<file path="src/rtl/noc_axilite_resp_bridge_pkg.sv">
// noc_axilite_resp_bridge_pkg
//   Shared definitions for the AXI-lite <-> Piton NoC bridges:
//   - header field macros and message type codes (macros so the request
//     bridge can use the same field selects)
//   - bus width macros
//   - FSM state encoding, AXI response codes, header classification helper
// No ports (package).

`ifndef NOC_AXILITE_BRIDGE_DEFS
`define NOC_AXILITE_BRIDGE_DEFS
`define NOC_DATA_WIDTH           64
`define C_M_AXI_LITE_DATA_WIDTH  32
`define C_M_AXI_LITE_RESP_WIDTH  2
`define MSG_LENGTH               29:22
`define MSG_TYPE                 21:14
`define MSG_TYPE_LOAD_MEM_ACK    8'd24
`define MSG_TYPE_STORE_MEM_ACK   8'd25
`endif

package noc_axilite_resp_bridge_pkg;

  localparam int NOC_DATA_W  = `NOC_DATA_WIDTH;
  localparam int AXI_DATA_W  = `C_M_AXI_LITE_DATA_WIDTH;
  localparam int AXI_RESP_W  = `C_M_AXI_LITE_RESP_WIDTH;
  localparam int MSG_LEN_LSB  = 22;
  localparam int MSG_TYPE_LSB = 14;

  localparam logic [7:0] LOAD_MEM_ACK_T  = `MSG_TYPE_LOAD_MEM_ACK;
  localparam logic [7:0] STORE_MEM_ACK_T = `MSG_TYPE_STORE_MEM_ACK;

  localparam logic [AXI_RESP_W-1:0] RESP_OKAY   = 2'b00;
  localparam logic [AXI_RESP_W-1:0] RESP_SLVERR = 2'b10;

  typedef enum logic [2:0] {
    ST_HDR   = 3'd0,
    ST_DATA  = 3'd1,
    ST_DRAIN = 3'd2,
    ST_RSP_R = 3'd3,
    ST_RSP_B = 3'd4
  } state_e;

  typedef enum logic [1:0] {
    HDR_LOAD  = 2'd0,
    HDR_STORE = 2'd1,
    HDR_OTHER = 2'd2
  } hdr_kind_e;

  function automatic hdr_kind_e decode_kind(input logic [7:0] msg_type);
    if (msg_type == LOAD_MEM_ACK_T)       return HDR_LOAD;
    else if (msg_type == STORE_MEM_ACK_T) return HDR_STORE;
    else                                  return HDR_OTHER;
  endfunction

endpackage

</file>
<file path="src/rtl/noc_axilite_resp_bridge.sv">
// noc_axilite_resp_bridge
//   Accepts Piton NoC response packets from the memory splitter and returns
//   them to the AXI-lite master as a single R (load ack) or B (store ack)
//   response. One response in flight; no buffering.
//
//   State | meaning
//   HDR   | waiting for a header flit
//   DATA  | receiving load payload; first flit becomes rdata
//   DRAIN | discarding payload (store ack payload or unknown packet)
//   RSP_R | presenting read response until rready
//   RSP_B | presenting write response until bready
//
// Ports
//   clk, rst_n                       clock, async active-low reset
//   splitter_bridge_val/_data        NoC flit in
//   bridge_splitter_rdy              flit accept (decode of state only)
//   m_axi_rdata/rresp/rvalid/rready  AXI-lite R channel
//   m_axi_bresp/bvalid/bready        AXI-lite B channel
//   resp_drop_cnt                    saturating count of discarded packets

module noc_axilite_resp_bridge
  import noc_axilite_resp_bridge_pkg::*;
#(
  parameter int DROP_CNT_WIDTH = 8
) (
  input  logic                                clk,
  input  logic                                rst_n,
  input  logic                                splitter_bridge_val,
  input  logic [`NOC_DATA_WIDTH-1:0]          splitter_bridge_data,
  output logic                                bridge_splitter_rdy,
  output logic [`C_M_AXI_LITE_DATA_WIDTH-1:0] m_axi_rdata,
  output logic [`C_M_AXI_LITE_RESP_WIDTH-1:0] m_axi_rresp,
  output logic                                m_axi_rvalid,
  input  logic                                m_axi_rready,
  output logic [`C_M_AXI_LITE_RESP_WIDTH-1:0] m_axi_bresp,
  output logic                                m_axi_bvalid,
  input  logic                                m_axi_bready,
  output logic [DROP_CNT_WIDTH-1:0]           resp_drop_cnt
);

  state_e                                state_q, state_d;
  logic [7:0]                            rem_q, rem_d;
  logic                                  first_pend_q, first_pend_d;
  logic                                  is_store_q, is_store_d;
  logic [`C_M_AXI_LITE_DATA_WIDTH-1:0]   rdata_q, rdata_d;
  logic [`C_M_AXI_LITE_RESP_WIDTH-1:0]   rresp_q, rresp_d;
  logic [`C_M_AXI_LITE_RESP_WIDTH-1:0]   bresp_q, bresp_d;
  logic [DROP_CNT_WIDTH-1:0]             drop_cnt_q, drop_cnt_d;

  logic       xfer;
  logic [7:0] hdr_len;
  logic [7:0] hdr_type;
  logic       unused_data_bits;

  assign hdr_len  = splitter_bridge_data[`MSG_LENGTH];
  assign hdr_type = splitter_bridge_data[`MSG_TYPE];
  assign unused_data_bits = ^splitter_bridge_data[`NOC_DATA_WIDTH-1:`C_M_AXI_LITE_DATA_WIDTH];

  // rdy depends only on registered state, never on val or the AXI readies
  assign bridge_splitter_rdy = (state_q == ST_HDR) || (state_q == ST_DATA) ||
                               (state_q == ST_DRAIN);
  assign xfer = splitter_bridge_val && bridge_splitter_rdy;

  always_comb begin
    state_d      = state_q;
    rem_d        = rem_q;
    first_pend_d = first_pend_q;
    is_store_d   = is_store_q;
    rdata_d      = rdata_q;
    rresp_d      = rresp_q;
    bresp_d      = bresp_q;
    drop_cnt_d   = drop_cnt_q;

    case (state_q)
      ST_HDR: begin
        if (xfer) begin
          case (decode_kind(hdr_type))
            HDR_LOAD: begin
              if (hdr_len != 8'd0) begin
                state_d      = ST_DATA;
                rem_d        = hdr_len;
                first_pend_d = 1'b1;
              end else begin
                // load ack with no data: report an error rather than stale data
                rdata_d = '0;
                rresp_d = RESP_SLVERR;
                state_d = ST_RSP_R;
              end
            end
            HDR_STORE: begin
              bresp_d    = RESP_OKAY;
              is_store_d = 1'b1;
              if (hdr_len != 8'd0) begin
                state_d = ST_DRAIN;
                rem_d   = hdr_len;
              end else begin
                state_d = ST_RSP_B;
              end
            end
            default: begin
              if (drop_cnt_q != {DROP_CNT_WIDTH{1'b1}})
                drop_cnt_d = drop_cnt_q + 1'b1;
              is_store_d = 1'b0;
              if (hdr_len != 8'd0) begin
                state_d = ST_DRAIN;
                rem_d   = hdr_len;
              end
            end
          endcase
        end
      end

      ST_DATA: begin
        if (xfer) begin
          if (first_pend_q) begin
            rdata_d      = splitter_bridge_data[`C_M_AXI_LITE_DATA_WIDTH-1:0];
            rresp_d      = RESP_OKAY;
            first_pend_d = 1'b0;
          end
          rem_d = rem_q - 8'd1;
          // compare before decrement so len=255 never wraps into a false end
          if (rem_q == 8'd1) state_d = ST_RSP_R;
        end
      end

      ST_DRAIN: begin
        if (xfer) begin
          rem_d = rem_q - 8'd1;
          if (rem_q == 8'd1) state_d = is_store_q ? ST_RSP_B : ST_HDR;
        end
      end

      ST_RSP_R: begin
        if (m_axi_rready) state_d = ST_HDR;
      end

      ST_RSP_B: begin
        if (m_axi_bready) state_d = ST_HDR;
      end

      default: state_d = ST_HDR;
    endcase
  end

  always_ff @(posedge clk or negedge rst_n) begin
    if (!rst_n) begin
      state_q      <= ST_HDR;
      rem_q        <= '0;
      first_pend_q <= 1'b0;
      is_store_q   <= 1'b0;
      rdata_q      <= '0;
      rresp_q      <= '0;
      bresp_q      <= '0;
      drop_cnt_q   <= '0;
    end else begin
      state_q      <= state_d;
      rem_q        <= rem_d;
      first_pend_q <= first_pend_d;
      is_store_q   <= is_store_d;
      rdata_q      <= rdata_d;
      rresp_q      <= rresp_d;
      bresp_q      <= bresp_d;
      drop_cnt_q   <= drop_cnt_d;
    end
  end

  assign m_axi_rvalid  = (state_q == ST_RSP_R);
  assign m_axi_bvalid  = (state_q == ST_RSP_B);
  assign m_axi_rdata   = rdata_q;
  assign m_axi_rresp   = rresp_q;
  assign m_axi_bresp   = bresp_q;
  assign resp_drop_cnt = drop_cnt_q;

endmodule
</file>
<file path="config.mk">
export PLATFORM = sky130hd
export DESIGN_NAME = noc_axilite_resp_bridge
export DESIGN_NICKNAME = d
export VERILOG_FILES = /design/src/rtl/noc_axilite_resp_bridge_pkg.sv /design/src/rtl/noc_axilite_resp_bridge.sv
export SDC_FILE = /design/constraint.sdc
export NUM_CORES = 1
export LEC_CHECK = 0
export ABC_AREA = 1
export BUFFER_PORTS_ARGS = -buffer_cell sky130_fd_sc_hd__buf_2
export CORE_UTILIZATION = 40
export CTS_CLUSTER_DIAMETER = 40
export CTS_CLUSTER_SIZE = 24
export DETAILED_ROUTE_END_ITERATION = 7
export PLACE_DENSITY = 0.68
export SYNTH_ARGS = -nofsm -noshare
export SYNTH_HDL_FRONTEND = slang
export SYNTH_SLANG_ARGS = --single-unit
</file>
<file path="constraint.sdc">
create_clock -name clk -period 3.95 [get_ports clk]
set_input_delay 0.395 -clock clk [delete_from_list [all_inputs] [get_ports clk]]
set_output_delay 0.395 -clock clk [all_outputs]
set_load 0.01 [all_outputs]
</file>
# == Word-level counts from Yosys, hierarchy flattened ==
# Cells that the tools add are included.
# classes
bitwise,2
eq_ne,22
mux,39
n_reduce_logical,16
n_addsub,2
# ops
op,n
32-bit 2-to-1 mux,5
32-bit case mux with 2 select lines,1
3-bit 2-to-1 mux,10
8-bit 2-to-1 mux,3
2-bit 2-to-1 mux,10
8-bit by 5-bit == test with 1-bit output (second input constant),2
8-bit case mux with 2 select lines,1
3-bit case mux with 5 select lines,1
2-bit by 1-bit inequality test with 1-bit output (second input constant),7
2-bit inequality test (second input constant),5
8-bit by 1-bit adder with 8-bit output (second input constant),1
8-bit by 1-bit == test with 1-bit output (second input constant),1
8-bit inequality test (second input constant),1
4-bit AND reduction,2
8-bit AND reduction,1
8-bit nonzero test,1
8-bit by 1-bit subtractor with 8-bit output (second input constant),1
3-bit by 2-bit == test with 1-bit output (second input constant),2
3-bit case mux with 2 select lines,1
6-bit AND reduction,1
5-bit AND reduction,1
1-bit 2-to-1 mux,4
4-bit by 1-bit inequality test with 1-bit output (second input constant),1
1-bit case mux with 2 select lines,2
12 further kinds,16
# word_totals
register_bits,55
out_inout_bits,47

# == Logic depth before layout (Yosys ltp) ==
# Gate-level depths: netlist (run 1).
# logic_depth
ltp_word,10
mapped_depth,11
ltp_nobuf,11

# == Least setup slack after synthesis (run 1) ==
# Ideal clock, no wire load.
# synth_timing
path_type,flip-flop to flip-flop
start,"reg drop_cnt_q[0], in the netlist resp_drop_cnt[0]"
end,"reg drop_cnt_q[2], in the netlist resp_drop_cnt[2]"
n_path_buf,0
arrival_time_ns,1.417
path_slack_ns,2.456
setup_time_ns,0.077
required_ns,3.873
stages_incl_launch_ff,8
path_cell_list,dfrtp_1 ha_1 nand3_1 nor3_2 nand3_1 nand2_2 nand2_1 o21ai_1
# synth_between
elab_chain_cells,2
elab_cells_between_ends,3
# synth_rtl
item,line,source
start: declaration,noc_axilite_resp_bridge.sv:48,"logic [DROP_CNT_WIDTH-1:0] drop_cnt_q, drop_cnt_d;"
start signal: assignment,noc_axilite_resp_bridge.sv:163,drop_cnt_q <= drop_cnt_d;
"parallel branches: the longest is 2 deep, another holds 8-bit by 1-bit adder with 8-bit output",-,
# Several ways; the timed one is not identified.
# A chain may end at the register's enable or synchronous reset.

# == Worst setup path in the final report (run 1) ==
# layout_timing
start,reg state_q[0]
end,"reg rresp_q[1], in the netlist m_axi_rresp[1]"
# layout_between
elab_chain_cells,6
elab_cells_between_ends,14
# layout_rtl
item,line,source
start: declaration,noc_axilite_resp_bridge.sv:41,"state_e state_q, state_d;"
start signal: assignment,noc_axilite_resp_bridge.sv:156,state_q <= state_d;
3-bit by 1-bit == test with 1-bit output / 3-bit logical NOT (equally long branches),"noc_axilite_resp_bridge.sv:60, noc_axilite_resp_bridge.sv:74",
1-bit logical OR (2 in series),noc_axilite_resp_bridge.sv:60,assign bridge_splitter_rdy = (state_q == ST_HDR) || (state_q == ST_DATA) ||
1-bit logical AND,noc_axilite_resp_bridge.sv:62,assign xfer = splitter_bridge_val && bridge_splitter_rdy;
2-bit inequality test (no source line),-,
6-bit AND reduction (no source line),-,
end signal: assignment,noc_axilite_resp_bridge.sv:161,rresp_q <= rresp_d;
end: declaration,noc_axilite_resp_bridge.sv:46,"logic [`C_M_AXI_LITE_RESP_WIDTH-1:0] rresp_q, rresp_d;"
# Several ways; a longest one is shown, not always the timed one.

==> impl_metrics.env, run 1 <==
export IMPL_outcome="completed"
export IMPL_drc=0
export IMPL_die_area_um2=7550
export IMPL_cts_setup_buffers=0
export IMPL_drt_total_wl_mm=6.21
export IMPL_wire_per_inst_um=11.7
export IMPL_cts_buffer_depth=2
export IMPL_coreArea_um2=6870
export IMPL_cts_hold_buf=0
export IMPL_crit_family="simple AND/OR/NAND/NOR gates"
export IMPL_slowest_stage="nand3_2"
export IMPL_grt_ovfl_total=0
export IMPL_grt_util_all_layers_pct=17.1
export IMPL_cts_tree="done"
export IMPL_power_switching_mw=0.589
export IMPL_grt_pass1_wl_mm=10.2
export IMPL_fin_ws_ns=1.54
export IMPL_nets=507
export IMPL_rr_endpoint="m_axi_rresp[1]"
export IMPL_via_count=2519
export IMPL_antenna_found_initial=0
export IMPL_area_delta_synth_final_pct=17.9
export IMPL_ys_seq_area_share_pct=46.9
export IMPL_cp_arrival_ns=2.57
export IMPL_post_route_min_period_ns=2.41
export IMPL_dp_slack_ns=1.38
export IMPL_fp_dieH_um=86.9
export IMPL_hp_class="in -> async"
export IMPL_gp_congestion=0.821
export IMPL_drt_initial_drc_count=122
export IMPL_seq_power_share_pct=46.2
export IMPL_fin_area_um2=3400
export IMPL_ir_drop_v=0.000174
export IMPL_rsz0062_at_grt="no"
export IMPL_max_freq_mhz=416
export IMPL_port_buffers=80
export IMPL_switching_share_pct=38.2
export IMPL_numCtsBuffers=5
export IMPL_grt_pass1_vias=2311
export IMPL_layout_drive_gt1_share_pct=30.0
export IMPL_yosys_top_cells_area="dfrtp_1 47%, nand2_1 16%, o21ai_2 4.3%"
export IMPL_reg2reg_depth=7
export IMPL_drv_cap=0
export IMPL_totalPowerFinal_mw=1.54
export IMPL_clk_latency_ns=0.30
export IMPL_worstPathRequired_ns=4.12
export IMPL_start_kind="flip-flop"
export IMPL_die_x_um=86.9
export IMPL_critical_path_class="reg -> reg"
export IMPL_power_density_nw_per_um2=454
export IMPL_critPathBufInv=1
export IMPL_worstSetupEndpointType="flip-flop"
export IMPL_rows=30
export IMPL_yosysWarnings=0
export IMPL_ys_ff_latch=54
export IMPL_rr_startpoint="state_q[0]"
export IMPL_hold_viol=0
export IMPL_fillers=709
export IMPL_reg2reg_setup_slack_ns=1.54
export IMPL_max_slew_margin_rel_pct=36.8
export IMPL_tightest_slew_ns=0.942
export IMPL_p_clk_share_pct=19.7
export IMPL_avgViaCountPerCell=4.73
export IMPL_internal_power_mw=0.955
export IMPL_slowest_delay_ns=0.65
export IMPL_crit_path_cell_trace="nor2_2, nand2_2, o21ai_2, nand3_2, buf_4, nand2_1, o21ai_0"
export IMPL_fin_hold_ws_ns=0.0675
export IMPL_setup_violations=0
export IMPL_comb_power_share_pct=34.0
export IMPL_path_clk_slew_ns=0.10
export IMPL_period_share_pct=60.9
export IMPL_synthCells=359
export IMPL_skew_ns=0.00655
export IMPL_cts_sink_count=54
export IMPL_clockRootBuffer="clkbuf_8"
export IMPL_dp_final_hpwl_mm=4.46
export IMPL_place_area_um2=3310
export IMPL_diodes=0
export IMPL_finalMaxSlewViolations=0
export IMPL_cp_max_fo=42
export IMPL_synth_top_cell_area_share_pct=46.9
export IMPL_cts_resized=0
export IMPL_yosysUniqueCellTypes=32
export IMPL_io_pins=116
export IMPL_netlist_area_um2=2880
export IMPL_grt_max_degree=43
export IMPL_syn_mean_instance_area_um2=8.03
export IMPL_cts_htree_levels=2
export IMPL_tns_ns=0
export IMPL_start_util_pct=42.0
export IMPL_dr_pass1_iters=4
export IMPL_yosysTopAreaCell="dfrtp_1"
export IMPL_antenna_left=0
export IMPL_power_leakage_nw=1.74
[placed cells by master, fill, tap and decap left out, types with 2 or more instances in the layout]
master and count:
a21oi_1 5, buf_2 80, buf_4 2, clkbuf_8 5, conb_1 3, dfrtp_1 54, ha_1 3, inv_1 24
inv_2 5, nand2_1 122, nand2_2 13, nand3_1 18, nand3_2 2, nand4_1 2, nor2_1 17, nor2_2 2
nor2_4 4, nor3_1 3, o211ai_1 3, o21ai_0 17, o21ai_1 21, o21ai_2 14, xnor2_1 3, xor2_1 5
[per-stage QoR]
step / utilization (%) / cells
after floorplan: - / 361
after global placement: 48.3 / 524
after detailed placement: 48.3 / 524
after CTS: 49.5 / 532
after global routing: 49.5 / 532
final: 49.5 / 532
[state kept, by name, indices dropped and copies added, names as in the netlist]
register and count:
m_axi_rdata 32, rem_q 8, resp_drop_cnt 8, state_q 3, first_pend_q 1, is_store_q 1, m_axi_rresp 1
[synthesized netlist by cell type (all sizes together)]
cell type    n
nand2      135
dfrtp       54
o21ai       52
inv         29
nor2        23
nand3       20
buf         13
a21oi        5
xor2         5
nor3         4
ha           3
o211ai       3
xnor2        3
clkbuf       2
nand4        2
a21boi       1
a31oi        1
clkinv       1
conb         1
nand3b       1
or2          1
[cell families after synthesis]
| family | count (synthesis) | share of synthesized area (%) |
|---|---|---|
| fa+ha+maj | 3 | 1.30 |
| xor+xnor | 8 | 2.43 |
| simple gates | 186 | 28.5 |
| compound gates | 62 | 13.0 |
| other cells | 1 | 0.130 |
| buf+inv | 45 | 7.81 |
| flops | 54 | 46.9 |
[worst max-delay path by stage]
stage                             start          endpoint  slack [ns]  depth (start not counted)
3_5_place_dp   splitter_bridge_data[15]    m_axi_rresp[1]        1.38                         10
3_3_place_gp   splitter_bridge_data[20]    m_axi_rresp[1]        1.38                         10
6_report                     state_q[0]    m_axi_rresp[1]        1.54                          7
4_1_cts                      state_q[0]    m_axi_rresp[1]        1.51                          7
5_1_grt                      state_q[0]    m_axi_rresp[1]        1.27                          6
2_1_floorplan          resp_drop_cnt[0]  resp_drop_cnt[2]        2.46                          7
[power groups by stage]
stage,logic [mW],registers [mW],clock network [mW]
after global placement,0.510,0.721,0
after global routing,0.603,0.727,0.338
after CTS,0.527,0.714,0.321
after floorplan,0.387,0.719,0
after detailed placement,0.524,0.724,0
final,0.525,0.714,0.305
[layer usage]
layer	track usage [%]	wire (um)
met1	22.1	3020
met2	28.8	2770
met3	3.32	314
met4	5.61	108
met5	0	0
[layout make-up]
cell class / count / area [um2] / share of cell area (%)
inverter: 30 / 113 / 3.31
sequential: 54 / 1350 / 39.7
multi-input combinational: 262 / 1320 / 38.7
timing repair buffer: 82 / 415 / 12.2
clock inverter: 2 / 13.8 / 0.405
clock buffer: 6 / 72.6 / 2.13
tap: 96 / 120 / 3.53
[worst reg2reg max path: stages, from the launching register on]
cell,delay [ns]
dfrtp_1,0.47
nor2_2,0.14
nand2_2,0.10
o21ai_2,0.23
nand3_2,0.65
buf_4,0.52
nand2_1,0.09
o21ai_0,0.07
No activity file was read; power rests on OpenSTA's default activity.
==> run 2: changes to the inputs <==
Settings changed: PLACE_DENSITY 0.68 to 0.71.
Clock period 3.95 ns to 2 ns, I/O delays scaled along.
==> impl_metrics.env, run 2 (synthesized netlist as in run 1, its figures left out) <==
export IMPL_drt_total_wl_mm=6.20
export IMPL_routed_top_layer="met4"
export IMPL_io_pins=116
export IMPL_wl_met2_mm=2.89
export IMPL_power_density_nw_per_um2=890
export IMPL_coreArea_um2=6870
export IMPL_cts_htree_levels=2
export IMPL_hp_class="in -> reg"
export IMPL_period_share_pct=85.8
export IMPL_crit_family="simple AND/OR/NAND/NOR gates"
export IMPL_cts_resized=0
export IMPL_cts_hold_buf=1
export IMPL_startpoint="resp_drop_cnt[0]"
export IMPL_rsz0062_at_grt="no"
export IMPL_fillers=705
export IMPL_avgViaCountPerCell=4.74
export IMPL_critical_path_class="reg -> reg"
export IMPL_fp_dieH_um=86.9
export IMPL_via_count=2529
export IMPL_drt_initial_drc_count=129
export IMPL_post_route_min_period_ns=1.72
export IMPL_rr_startpoint="resp_drop_cnt[0]"
export IMPL_port_buffers=80
export IMPL_nets=509
export IMPL_layout_drive_gt1_share_pct=30.4
export IMPL_start_util_pct=42.0
export IMPL_crit_path_cell_trace="ha_1, nand3_1, nor3_2, nand3_1, nand2_2, nand2_1, o21ai_1"
export IMPL_skew_ns=0.00689
export IMPL_wl_met3_um=305
export IMPL_cp_arrival_ns=1.95
export IMPL_drc=0
export IMPL_die_area_um2=7550
export IMPL_cts_sink_count=54
export IMPL_ir_drop_v=0.000311
export IMPL_hold_start="splitter_bridge_data[2]"
export IMPL_wl_met1_mm=2.93
export IMPL_tns_ns=0
export IMPL_grt_pass1_wl_mm=10.4
export IMPL_setup_violations=0
export IMPL_wire_per_inst_um=11.6
export IMPL_gp_congestion=0.812
export IMPL_dp_final_hpwl_mm=4.53
export IMPL_rows=30
export IMPL_crit_top_cell="nand3_1"
export IMPL_layout_common_cells="122 x nand2_1, 80 x buf_2, 54 x dfrtp_1"
export IMPL_clk_latency_ns=0.30
export IMPL_grt_max_degree=67
export IMPL_grt_util_all_layers_pct=17.4
export IMPL_grt_pass1_vias=2324
export IMPL_seq_area_um2=1350
export IMPL_dr_pass1_iters=4
export IMPL_cts_tree="done"
export IMPL_drv_cap=0
export IMPL_cts_setup_buffers=0
export IMPL_totalPowerFinal_mw=3.08
export IMPL_post_place_cells=525
export IMPL_multi_input_area_um2=1320
export IMPL_antenna_found_initial=0
export IMPL_cp_max_fo=10
export IMPL_dp_slack_ns=0.298
export IMPL_worstSetupEndpointType="flip-flop"
export IMPL_final_common_cell="nand2_1"
export IMPL_power_leakage_nw=1.76
export IMPL_slowest_stage="dfrtp_1"
export IMPL_clockRootBuffer="clkbuf_8"
export IMPL_path_clk_slew_ns=0.10
export IMPL_grt_ovfl_total=0
export IMPL_outcome="completed"
export IMPL_slowest_delay_ns=0.42
export IMPL_finalMaxSlewViolations=0
export IMPL_antenna_left=0
export IMPL_max_freq_mhz=583
export IMPL_start_kind="flip-flop"
export IMPL_instances_no_fill=534
export IMPL_worstPathRequired_ns=2.23
export IMPL_finish_utilization_pct=50.4
export IMPL_die_x_um=86.9
export IMPL_hold_viol=0
export IMPL_diodes=0
export IMPL_cts_buffer_depth=2
export IMPL_numCtsBuffers=5
export IMPL_fin_ws_ns=0.284
export IMPL_largest_reg_flops=32
export IMPL_area_delta_synth_final_pct=20.1
export IMPL_critPathBufInv=0
run 2: cell type report:
class	count	area share, %
repair buffers	84	13.6
inverters	30	3.25
well taps	96	3.47
multi-input cells	262	38.0
clock inverters	2	0.361
flip-flops and latches	54	39.0
clock buffers	6	2.38
run 2: where the power goes:
part / internal [mW] / leakage, nW / switching (mW)
sequential: 1.26 / 0.727 / 0.151
combinational: 0.388 / 0.988 / 0.655
clock: 0.279 / 0.0472 / 0.353
total: 1.92 / 1.76 / 1.16
run 2: worst register-to-register path: cells and delay by family (launching register included):
kind                     cells  cell delay (ns)
AO/OA/AOI/OAI                1             0.08
AND/OR/NAND/NOR              5             0.93
flip-flops                   1             0.42
adder cells (fa/ha/maj)      1             0.21
run 2: per-layer routing:
metal / GRT usage, % / up-vias
li1: - / 1291
met1: 23.0 / 1169
met2: 28.8 / 62
met3: 3.13 / 7
met4: 5.45 / 0
met5: 0 / -
run 2: path summary, 6_finish.rpt:
path / cells past startpoint / slack [ns] / to
setup / recovery: 7 / 0.28 / resp_drop_cnt[2]
hold / removal: 3 / 0.14 / m_axi_rdata[2]
setup reg to reg: 7 / 0.28 / resp_drop_cnt[2]
hold reg to reg: 2 / 0.49 / m_axi_rdata[31]
max in group asynchronous: 3 / 1.09 / m_axi_rdata[28]
min in group asynchronous: 2 / 0.36 / m_axi_rdata[20]
run 2: stage by stage:
step           area, um2  hold WS [ns]
3_3_place_gp        3360         0.169
5_1_grt             3460         0.134
2_1_floorplan       2890       -0.0956
6_report            3460         0.140
4_1_cts             3460         0.127
3_5_place_dp        3360         0.172
